**config.mk**
```make
export PLATFORM = sky130hd
export DESIGN_NAME = uart_prog_loader
export DESIGN_NICKNAME = d
export VERILOG_FILES = /design/src/rtl/uart_prog_loader_pkg.sv /design/src/rtl/uart_rx_core.sv /design/src/rtl/uart_prog_loader.sv
export SDC_FILE = /design/constraint.sdc
export NUM_CORES = 1
export LEC_CHECK = 0
export ABC_AREA = 1
export BUFFER_PORTS_ARGS = -buffer_cell sky130_fd_sc_hd__buf_2
export CAP_MARGIN = 20
export CORE_MARGIN = 1.5
export CORE_UTILIZATION = 59
export DETAILED_ROUTE_END_ITERATION = 10
export GPL_TIMING_DRIVEN = 0
export HOLD_SLACK_MARGIN = 0.02
export PLACE_DENSITY = 0.79
export SLEW_MARGIN = 25
export SYNTH_ARGS = -nofsm -noshare
export SYNTH_HDL_FRONTEND = slang
export SYNTH_SLANG_ARGS = --single-unit
```
**constraint.sdc**
```tcl
create_clock -name clk -period 2.26 [get_ports clk]
set_input_delay 0.113 -clock clk [delete_from_list [all_inputs] [get_ports clk]]
set_output_delay 0.113 -clock clk [all_outputs]
set_load 0.05 [all_outputs]
```
**src/rtl/uart_prog_loader_pkg.sv**
```systemverilog
// Shared definitions for the serial program loader: sync byte, FSM encodings
// for the loader and the UART receiver, and the baud divider helper.
package uart_prog_loader_pkg;

    // First byte of every load frame.
    localparam logic [7:0] SYNC_BYTE = 8'hA5;

    // Loader frame FSM. LD_CHECK is only entered when LOADER_CHECKSUM_EN is defined.
    typedef enum logic [2:0] {
        LD_IDLE  = 3'd0,
        LD_COUNT = 3'd1,
        LD_DATA  = 3'd2,
        LD_CHECK = 3'd3,
        LD_FIN   = 3'd4
    } ld_state_t;

    // UART receiver bit FSM.
    typedef enum logic [1:0] {
        RX_IDLE  = 2'd0,
        RX_START = 2'd1,
        RX_DATA  = 2'd2,
        RX_STOP  = 2'd3
    } rx_state_t;

    // Number of clk cycles per UART bit.
    function automatic int clks_per_bit(input int clk_hz, input int baud);
        return clk_hz / baud;
    endfunction

endpackage

```
**src/rtl/uart_rx_core.sv**
```systemverilog
// 8N1 UART receiver: 2-flop synchronizer, falling-edge start detection with a
// mid-start-bit glitch re-check, LSB-first data sampling at bit centres, and a
// stop-bit check that yields either rx_valid or rx_frame_err for one cycle.
module uart_rx_core
    import uart_prog_loader_pkg::*;
#(
    parameter int CLKS_PER_BIT = 217
) (
    input  logic       clk,
    input  logic       rst,
    input  logic       rxd,
    output logic [7:0] rx_data,
    output logic       rx_valid,
    output logic       rx_frame_err
);

    localparam int CNT_W = $clog2(CLKS_PER_BIT + 1);
    localparam logic [CNT_W-1:0] BIT_LAST  = CNT_W'(CLKS_PER_BIT - 1);
    localparam logic [CNT_W-1:0] HALF_LAST = CNT_W'(CLKS_PER_BIT / 2 - 1);

    logic             rxd_meta_reg;
    logic             rxd_sync_reg;
    logic             rxd_prev_reg;
    rx_state_t        state_reg,   state_next;
    logic [CNT_W-1:0] cnt_reg,     cnt_next;
    logic [2:0]       bit_idx_reg, bit_idx_next;
    logic [7:0]       shift_reg,   shift_next;
    logic [7:0]       data_reg,    data_next;
    logic             valid_reg,   valid_next;
    logic             ferr_reg,    ferr_next;

    // Bring rxd into the clk domain; idle level is high so reset to 1.
    always_ff @(posedge clk) begin
        if (rst) begin
            rxd_meta_reg <= 1'b1;
            rxd_sync_reg <= 1'b1;
            rxd_prev_reg <= 1'b1;
        end else begin
            rxd_meta_reg <= rxd;
            rxd_sync_reg <= rxd_meta_reg;
            rxd_prev_reg <= rxd_sync_reg;
        end
    end

    // Receiver state register.
    always_ff @(posedge clk) begin
        if (rst) begin
            state_reg   <= RX_IDLE;
            cnt_reg     <= '0;
            bit_idx_reg <= '0;
            shift_reg   <= '0;
            data_reg    <= '0;
            valid_reg   <= 1'b0;
            ferr_reg    <= 1'b0;
        end else begin
            state_reg   <= state_next;
            cnt_reg     <= cnt_next;
            bit_idx_reg <= bit_idx_next;
            shift_reg   <= shift_next;
            data_reg    <= data_next;
            valid_reg   <= valid_next;
            ferr_reg    <= ferr_next;
        end
    end

    // Bit timing and sampling; strobes are single-cycle by default-low.
    always_comb begin
        state_next   = state_reg;
        cnt_next     = cnt_reg;
        bit_idx_next = bit_idx_reg;
        shift_next   = shift_reg;
        data_next    = data_reg;
        valid_next   = 1'b0;
        ferr_next    = 1'b0;
        case (state_reg)
            RX_IDLE: begin
                cnt_next = '0;
                // Only a true 1->0 transition starts a byte, so a line held
                // low after a framing error does not retrigger.
                if (rxd_prev_reg && !rxd_sync_reg) begin
                    state_next = RX_START;
                end
            end
            RX_START: begin
                if (cnt_reg == HALF_LAST) begin
                    cnt_next     = '0;
                    bit_idx_next = '0;
                    state_next   = rxd_sync_reg ? RX_IDLE : RX_DATA;
                end else begin
                    cnt_next = cnt_reg + CNT_W'(1);
                end
            end
            RX_DATA: begin
                if (cnt_reg == BIT_LAST) begin
                    cnt_next     = '0;
                    shift_next   = {rxd_sync_reg, shift_reg[7:1]};
                    bit_idx_next = bit_idx_reg + 3'd1;
                    if (bit_idx_reg == 3'd7) begin
                        state_next = RX_STOP;
                    end
                end else begin
                    cnt_next = cnt_reg + CNT_W'(1);
                end
            end
            RX_STOP: begin
                if (cnt_reg == BIT_LAST) begin
                    cnt_next   = '0;
                    state_next = RX_IDLE;
                    if (rxd_sync_reg) begin
                        valid_next = 1'b1;
                        data_next  = shift_reg;
                    end else begin
                        ferr_next = 1'b1;
                    end
                end else begin
                    cnt_next = cnt_reg + CNT_W'(1);
                end
            end
            default: state_next = RX_IDLE;
        endcase
    end

    assign rx_data      = data_reg;
    assign rx_valid     = valid_reg;
    assign rx_frame_err = ferr_reg;

endmodule

```
**src/rtl/uart_prog_loader.sv**
```systemverilog
// Serial program loader. Receives frames of the form
//   A5, N, N*4 data bytes (little-endian words) [, checksum]
// over UART and writes the words to instruction memory from address 0,
// holding the core while a load is in flight.
// Optional feature macro: LOADER_CHECKSUM_EN adds a trailing checksum byte
// (sum mod 256 of the count byte and all data bytes) checked before FIN.
module uart_prog_loader
    import uart_prog_loader_pkg::*;
#(
    parameter int CLK_FREQ_HZ  = 25000000,
    parameter int BAUD         = 115200,
    parameter int ADDR_W       = 8,
    parameter int TIMEOUT_CLKS = 2500000
) (
    input  logic              clk,
    input  logic              rst,
    input  logic              rxd,
    output logic              mem_we,
    output logic [ADDR_W-1:0] mem_addr,
    output logic [31:0]       mem_wdata,
    output logic              cpu_hold,
    output logic              load_done,
    output logic              load_err
);

    localparam int CLKS_PER_BIT = clks_per_bit(CLK_FREQ_HZ, BAUD);
    localparam int CNT_W        = ADDR_W + 1;
    localparam int unsigned MAX_WORDS = 1 << ADDR_W;
    localparam int TMR_W        = $clog2(TIMEOUT_CLKS + 1);
    localparam logic [TMR_W-1:0] TMR_LAST = TMR_W'(TIMEOUT_CLKS - 1);

    logic [7:0] rx_data;
    logic       rx_valid;
    logic       rx_frame_err;

    uart_rx_core #(
        .CLKS_PER_BIT(CLKS_PER_BIT)
    ) u_rx (
        .clk          (clk),
        .rst          (rst),
        .rxd          (rxd),
        .rx_data      (rx_data),
        .rx_valid     (rx_valid),
        .rx_frame_err (rx_frame_err)
    );

    ld_state_t         state_reg,    state_next;
    logic [CNT_W-1:0]  count_reg,    count_next;
    logic [CNT_W-1:0]  index_reg,    index_next;
    logic [1:0]        byte_cnt_reg, byte_cnt_next;
    logic [31:0]       word_reg,     word_next;
    logic              we_reg,       we_next;
    logic [ADDR_W-1:0] addr_reg,     addr_next;
    logic [31:0]       wdata_reg,    wdata_next;
    logic              hold_reg,     hold_next;
    logic              done_reg,     done_next;
    logic              err_reg,      err_next;
    logic [TMR_W-1:0]  timer_reg,    timer_next;
`ifdef LOADER_CHECKSUM_EN
    logic [7:0]        csum_reg,     csum_next;
`endif

    logic [CNT_W-1:0]  n_clamped;
    logic              in_frame;
    logic              timeout;

    // Word count from the count byte: 0 and anything above the memory depth
    // both mean "fill the whole memory".
    always_comb begin
        if (rx_data == 8'd0 || 32'(rx_data) > MAX_WORDS) begin
            n_clamped = CNT_W'(MAX_WORDS);
        end else begin
            n_clamped = CNT_W'(rx_data);
        end
    end

    assign in_frame = (state_reg == LD_COUNT) || (state_reg == LD_DATA) ||
                      (state_reg == LD_CHECK);
    assign timeout  = in_frame && !rx_valid && (timer_reg == TMR_LAST);

    // Loader state register.
    always_ff @(posedge clk) begin
        if (rst) begin
            state_reg    <= LD_IDLE;
            count_reg    <= '0;
            index_reg    <= '0;
            byte_cnt_reg <= '0;
            word_reg     <= '0;
            we_reg       <= 1'b0;
            addr_reg     <= '0;
            wdata_reg    <= '0;
            hold_reg     <= 1'b0;
            done_reg     <= 1'b0;
            err_reg      <= 1'b0;
            timer_reg    <= '0;
`ifdef LOADER_CHECKSUM_EN
            csum_reg     <= '0;
`endif
        end else begin
            state_reg    <= state_next;
            count_reg    <= count_next;
            index_reg    <= index_next;
            byte_cnt_reg <= byte_cnt_next;
            word_reg     <= word_next;
            we_reg       <= we_next;
            addr_reg     <= addr_next;
            wdata_reg    <= wdata_next;
            hold_reg     <= hold_next;
            done_reg     <= done_next;
            err_reg      <= err_next;
            timer_reg    <= timer_next;
`ifdef LOADER_CHECKSUM_EN
            csum_reg     <= csum_next;
`endif
        end
    end

    // Frame parsing, word assembly, write strobe and abort handling.
    always_comb begin
        state_next    = state_reg;
        count_next    = count_reg;
        index_next    = index_reg;
        byte_cnt_next = byte_cnt_reg;
        word_next     = word_reg;
        we_next       = 1'b0;
        addr_next     = addr_reg;
        wdata_next    = wdata_reg;
        hold_next     = hold_reg;
        done_next     = 1'b0;
        err_next      = err_reg;
        timer_next    = '0;
`ifdef LOADER_CHECKSUM_EN
        csum_next     = csum_reg;
`endif
        // Inter-byte timer only runs while a frame is open.
        if (in_frame && !rx_valid) begin
            timer_next = timer_reg + TMR_W'(1);
        end

        case (state_reg)
            LD_IDLE: begin
                if (rx_valid && rx_data == SYNC_BYTE) begin
                    hold_next  = 1'b1;
                    err_next   = 1'b0;
                    state_next = LD_COUNT;
                end
            end
            LD_COUNT: begin
                if (rx_valid) begin
                    count_next    = n_clamped;
                    index_next    = '0;
                    byte_cnt_next = '0;
`ifdef LOADER_CHECKSUM_EN
                    csum_next     = rx_data;
`endif
                    state_next    = LD_DATA;
                end
            end
            LD_DATA: begin
                if (rx_valid) begin
                    // Little-endian: first byte ends up in bits [7:0].
                    word_next     = {rx_data, word_reg[31:8]};
                    byte_cnt_next = byte_cnt_reg + 2'd1;
`ifdef LOADER_CHECKSUM_EN
                    csum_next     = csum_reg + rx_data;
`endif
                    if (byte_cnt_reg == 2'd3) begin
                        we_next    = 1'b1;
                        addr_next  = index_reg[ADDR_W-1:0];
                        wdata_next = word_next;
                        index_next = index_reg + CNT_W'(1);
                        if (index_reg + CNT_W'(1) == count_reg) begin
`ifdef LOADER_CHECKSUM_EN
                            state_next = LD_CHECK;
`else
                            state_next = LD_FIN;
`endif
                        end
                    end
                end
            end
`ifdef LOADER_CHECKSUM_EN
            LD_CHECK: begin
                if (rx_valid) begin
                    if (rx_data == csum_reg) begin
                        state_next = LD_FIN;
                    end else begin
                        err_next   = 1'b1;
                        state_next = LD_IDLE;
                    end
                end
            end
`endif
            LD_FIN: begin
                done_next  = 1'b1;
                hold_next  = 1'b0;
                state_next = LD_IDLE;
            end
            default: state_next = LD_IDLE;
        endcase

        // Framing error or inter-byte timeout abandons the frame; the core
        // stays held because memory is only partially written.
        if (in_frame && (rx_frame_err || timeout)) begin
            state_next = LD_IDLE;
            err_next   = 1'b1;
            we_next    = 1'b0;
        end
    end

    assign mem_we    = we_reg;
    assign mem_addr  = addr_reg;
    assign mem_wdata = wdata_reg;
    assign cpu_hold  = hold_reg;
    assign load_done = done_reg;
    assign load_err  = err_reg;

endmodule

```
==> results.yml <==
outcome:
  status: "finished, final reports clean"
final_layout:
  final_area_um2: 6910
  fin_nets: 861
  multi_input_area_um2: 2600
  largest_reg_flops: 32
  seq_area_um2: 2940
  diodes: 0
  synthToLayoutAreaGrowth_pct: 16.5
  filler_cell_count: 791
  layout-drive-gt1-share_pct: 11.7
  finalNonFillerCells: 996
clocking:
  cts_tree: "done"
  htree_levels: 4
  post_cts_resized: 0
  clock-root-buffer: "clkbuf_8"
  clock_latency_ns: 0.55
  clk_pin_slew_ns: 0.06
  clockBufferDepth: 2
  cts_made_buffers: 17
  cts.sinks: 147
routing:
  ant_nets: 0
  met2_length_mm: 6.69
  drt_wl_total_mm: 14.1
  wl_met3_mm: 1.00
  viasPerCell: 5.44
  highest_layer: "met4"
  avgRoutedWirePerCell_um: 14.1
  drc_errors: 0
  drt-met1-wl_mm: 6.15
  drtIter0Drc: 308
  dr.pass1.iters: 5
  vias: 5417
floorplan:
  core_um2: 9770
  initial_core_util_pct: 60.7
  row_count: 36
  fp.dieW_um: 103
  io_pins: 47
  dieArea_um2: 10700
  die_h_um: 103
global_route:
  first_global_vias: 4953
  grt_max_degree: 17
  grtUsageTotal_pct: 28.0
  antenna_found_initial: 0
  gr-total-overflow: 0
  grt_pass1_wl_mm: 22.8
synthesis:
  ys_seq_area_share_pct: 49.6
  netlist_instances: 785
  synth_nets: 795
  ys_warn_count: 0
  synth_top_area_share_pct: 49.6
  ys_async_sr_fraction_pct: 0
  synthFlopType: "dfxtp_1"
  yosys.area.top_type: "dfxtp_1"
  synth-edff-count: 0
  synth_area_um2: 5930
  synthTopCellsByArea: "dfxtp_1, nand2_1, nor2_1"
  avgSynthCellArea_um2: 7.56
  ys_seq_elements: 147
  ys_types: 41
critical_path:
  start_kind: "flip-flop"
  crit_family: "simple AND/OR/NAND/NOR gates"
  r2r_end: "mem_addr[5]"
  crit_type: "flip-flop to flip-flop"
  crit_path_top_delay_cell: "dfxtp_1"
  critPathBufInv: 4
  path_cells: "inv_2 > nand3_1 > nor2_2 > inv_2 > nand2_2 > nand2_4 > nor2_4 > inv_2 > buf_2 > nor2_1 > nor2_1"
  r2r_cells: 11
  r2r-start: "state_reg[2]"
  crit_top_cell: "inv_2"
  reg2reg_slack_ns: 0.18
  cp-end-kind: "flip-flop"
  critPathMaxFanout: 10
  cp_data_arrival_time_ns: 2.51
  required_ns: 2.69
  max_stage_delay_ns: 0.33
sta:
  finalSetupViolations: 0
  tns_ns: 0
  holdWs_ns: 0.117
  slew_violations: 0
  finalCriticalPeriod_ns: 2.08
  fmax_mhz: 482
  hold_viol: 0
  rsz0062_at_grt: "no"
  worst_pin_slew_ns: 0.578
  slew_headroom_pct: 61.5
  fin_crit_sh_pct: 91.9
  clock_skew_ns: 0.00990
  finalWorstSetupSlack_ns: 0.184
power:
  p_leak_uw: 0.00279
  comb_power_share_pct: 2.6
  powerDensity_nw_per_um2: 792
  seqPwrFrac_pct: 47.8
  switching_share_pct: 22.9
  p_sw_uw: 1250
  p_int_uw: 4220
  ir_worst_vdd_mv: 0.607
  clockPowerShare_pct: 49.7
placed_design:
  place_congestion: 0.882
  dp_hpwl_mm: 9.91
  dp.cells: 963
  place.port_buffers: 45
  placed_cell_area_um2: 6320
  place_ws_ns: 0.150
hold_path:
  hold_class: "input pin to flip-flop"
  hold_depth: 2
  worstHoldStart: "rst"
  whs_endpoint: "u_rx.rxd_meta_reg"
job:
  max_cap_violations: 0
Yosys cell counts, types with 5 or more instances:
cell type / count
a211oi_1: 11
a21oi_1: 81
buf_2: 5
clkbuf_1: 17
dfxtp_1: 147
ha_1: 7
inv_1: 65
inv_2: 5
nand2_1: 150
nand3_1: 39
nand3b_1: 5
nand4_1: 6
nor2_1: 120
nor3_1: 14
nor4_1: 7
o21ai_0: 53
o21ai_1: 9
xnor2_1: 5
xor2_1: 9
power groups by stage:
stage	clock [uW]	combinational, uW	sequential [uW]
finish	2720	141	2610
global route	2860	159	2620
CTS	2740	139	2610
detailed placement	0	135	2670
global placement	0	130	2670
floorplan	0	99.6	2670
layer usage:
layer,global-route usage (%),vias to the layer above
met5,0,-
met4,10.9,0
met2,45.7,184
met1,35.6,2501
li1,-,2705
met3,7.39,27
cells by family after synthesis:
family	after synthesis	synth area share (%)
buf+inv	98	6.50
xor+xnor	14	2.07
fa+ha+maj	7	1.48
compound gates	160	14.2
simple gates	359	26.2
flops	147	49.6
how the worst max path moves through the flow:
stage	from	end	slack, ns	cells after the start
6_report	state_reg[2]	mem_addr[5]	0.18	11
5_1_grt	state_reg[2]	mem_wdata[19]	0.02	11
4_1_cts	state_reg[2]	mem_addr[5]	0.1	11
3_5_place_dp	state_reg[2]	mem_wdata[22]	0.15	11
3_3_place_gp	state_reg[2]	mem_wdata[17]	0.20	11
2_1_floorplan	state_reg[2]	mem_addr[0]	0.66	11
through the flow:
stage / power [uW] / util, %
3_5_place_dp: 2810 / 64.7
2_1_floorplan: 2770 / -
4_1_cts: 5490 / 70.6
3_3_place_gp: 2800 / 64.7
6_report: 5470 / 70.7
5_1_grt: 5630 / 70.7
cells in the final DEF (no fill, tap or decap), drive strengths merged, types with 9 or more instances in the layout:
master	netlist	final
nor2	123	123
inv	70	75
nand2	152	152
clkbuf	17	35
a211oi	11	11
xor2	9	9
nor3	15	15
dfxtp	147	147
a21oi	81	81
nand3	40	40
o21ai	62	62
buf	10	56
final cells by class:
cell class | count | area share [%]
flip-flops and latches | 147 | 42.6
well taps | 133 | 2.41
clock inverters | 13 | 2.16
multi-input cells | 540 | 37.7
repair buffers | 47 | 3.51
clock buffers | 18 | 6.05
inverters | 71 | 3.86
plain buffers | 27 | 1.72
worst register-to-register path: cells and delay by family, from the launching register on:
kind	cells	cell delay, ns
and+or+nand+nor	7	1.05
buffers and inverters	4	0.61
DFF	1	0.33
repair_timing:
action	4_1_cts	5_1_grt
setup buffers	0	1
hold buffers	1	0
endpoints found under the hold margin	1	0
endpoints found under the setup margin	0	24
Note: power is estimated with default switching activity, not from simulation.
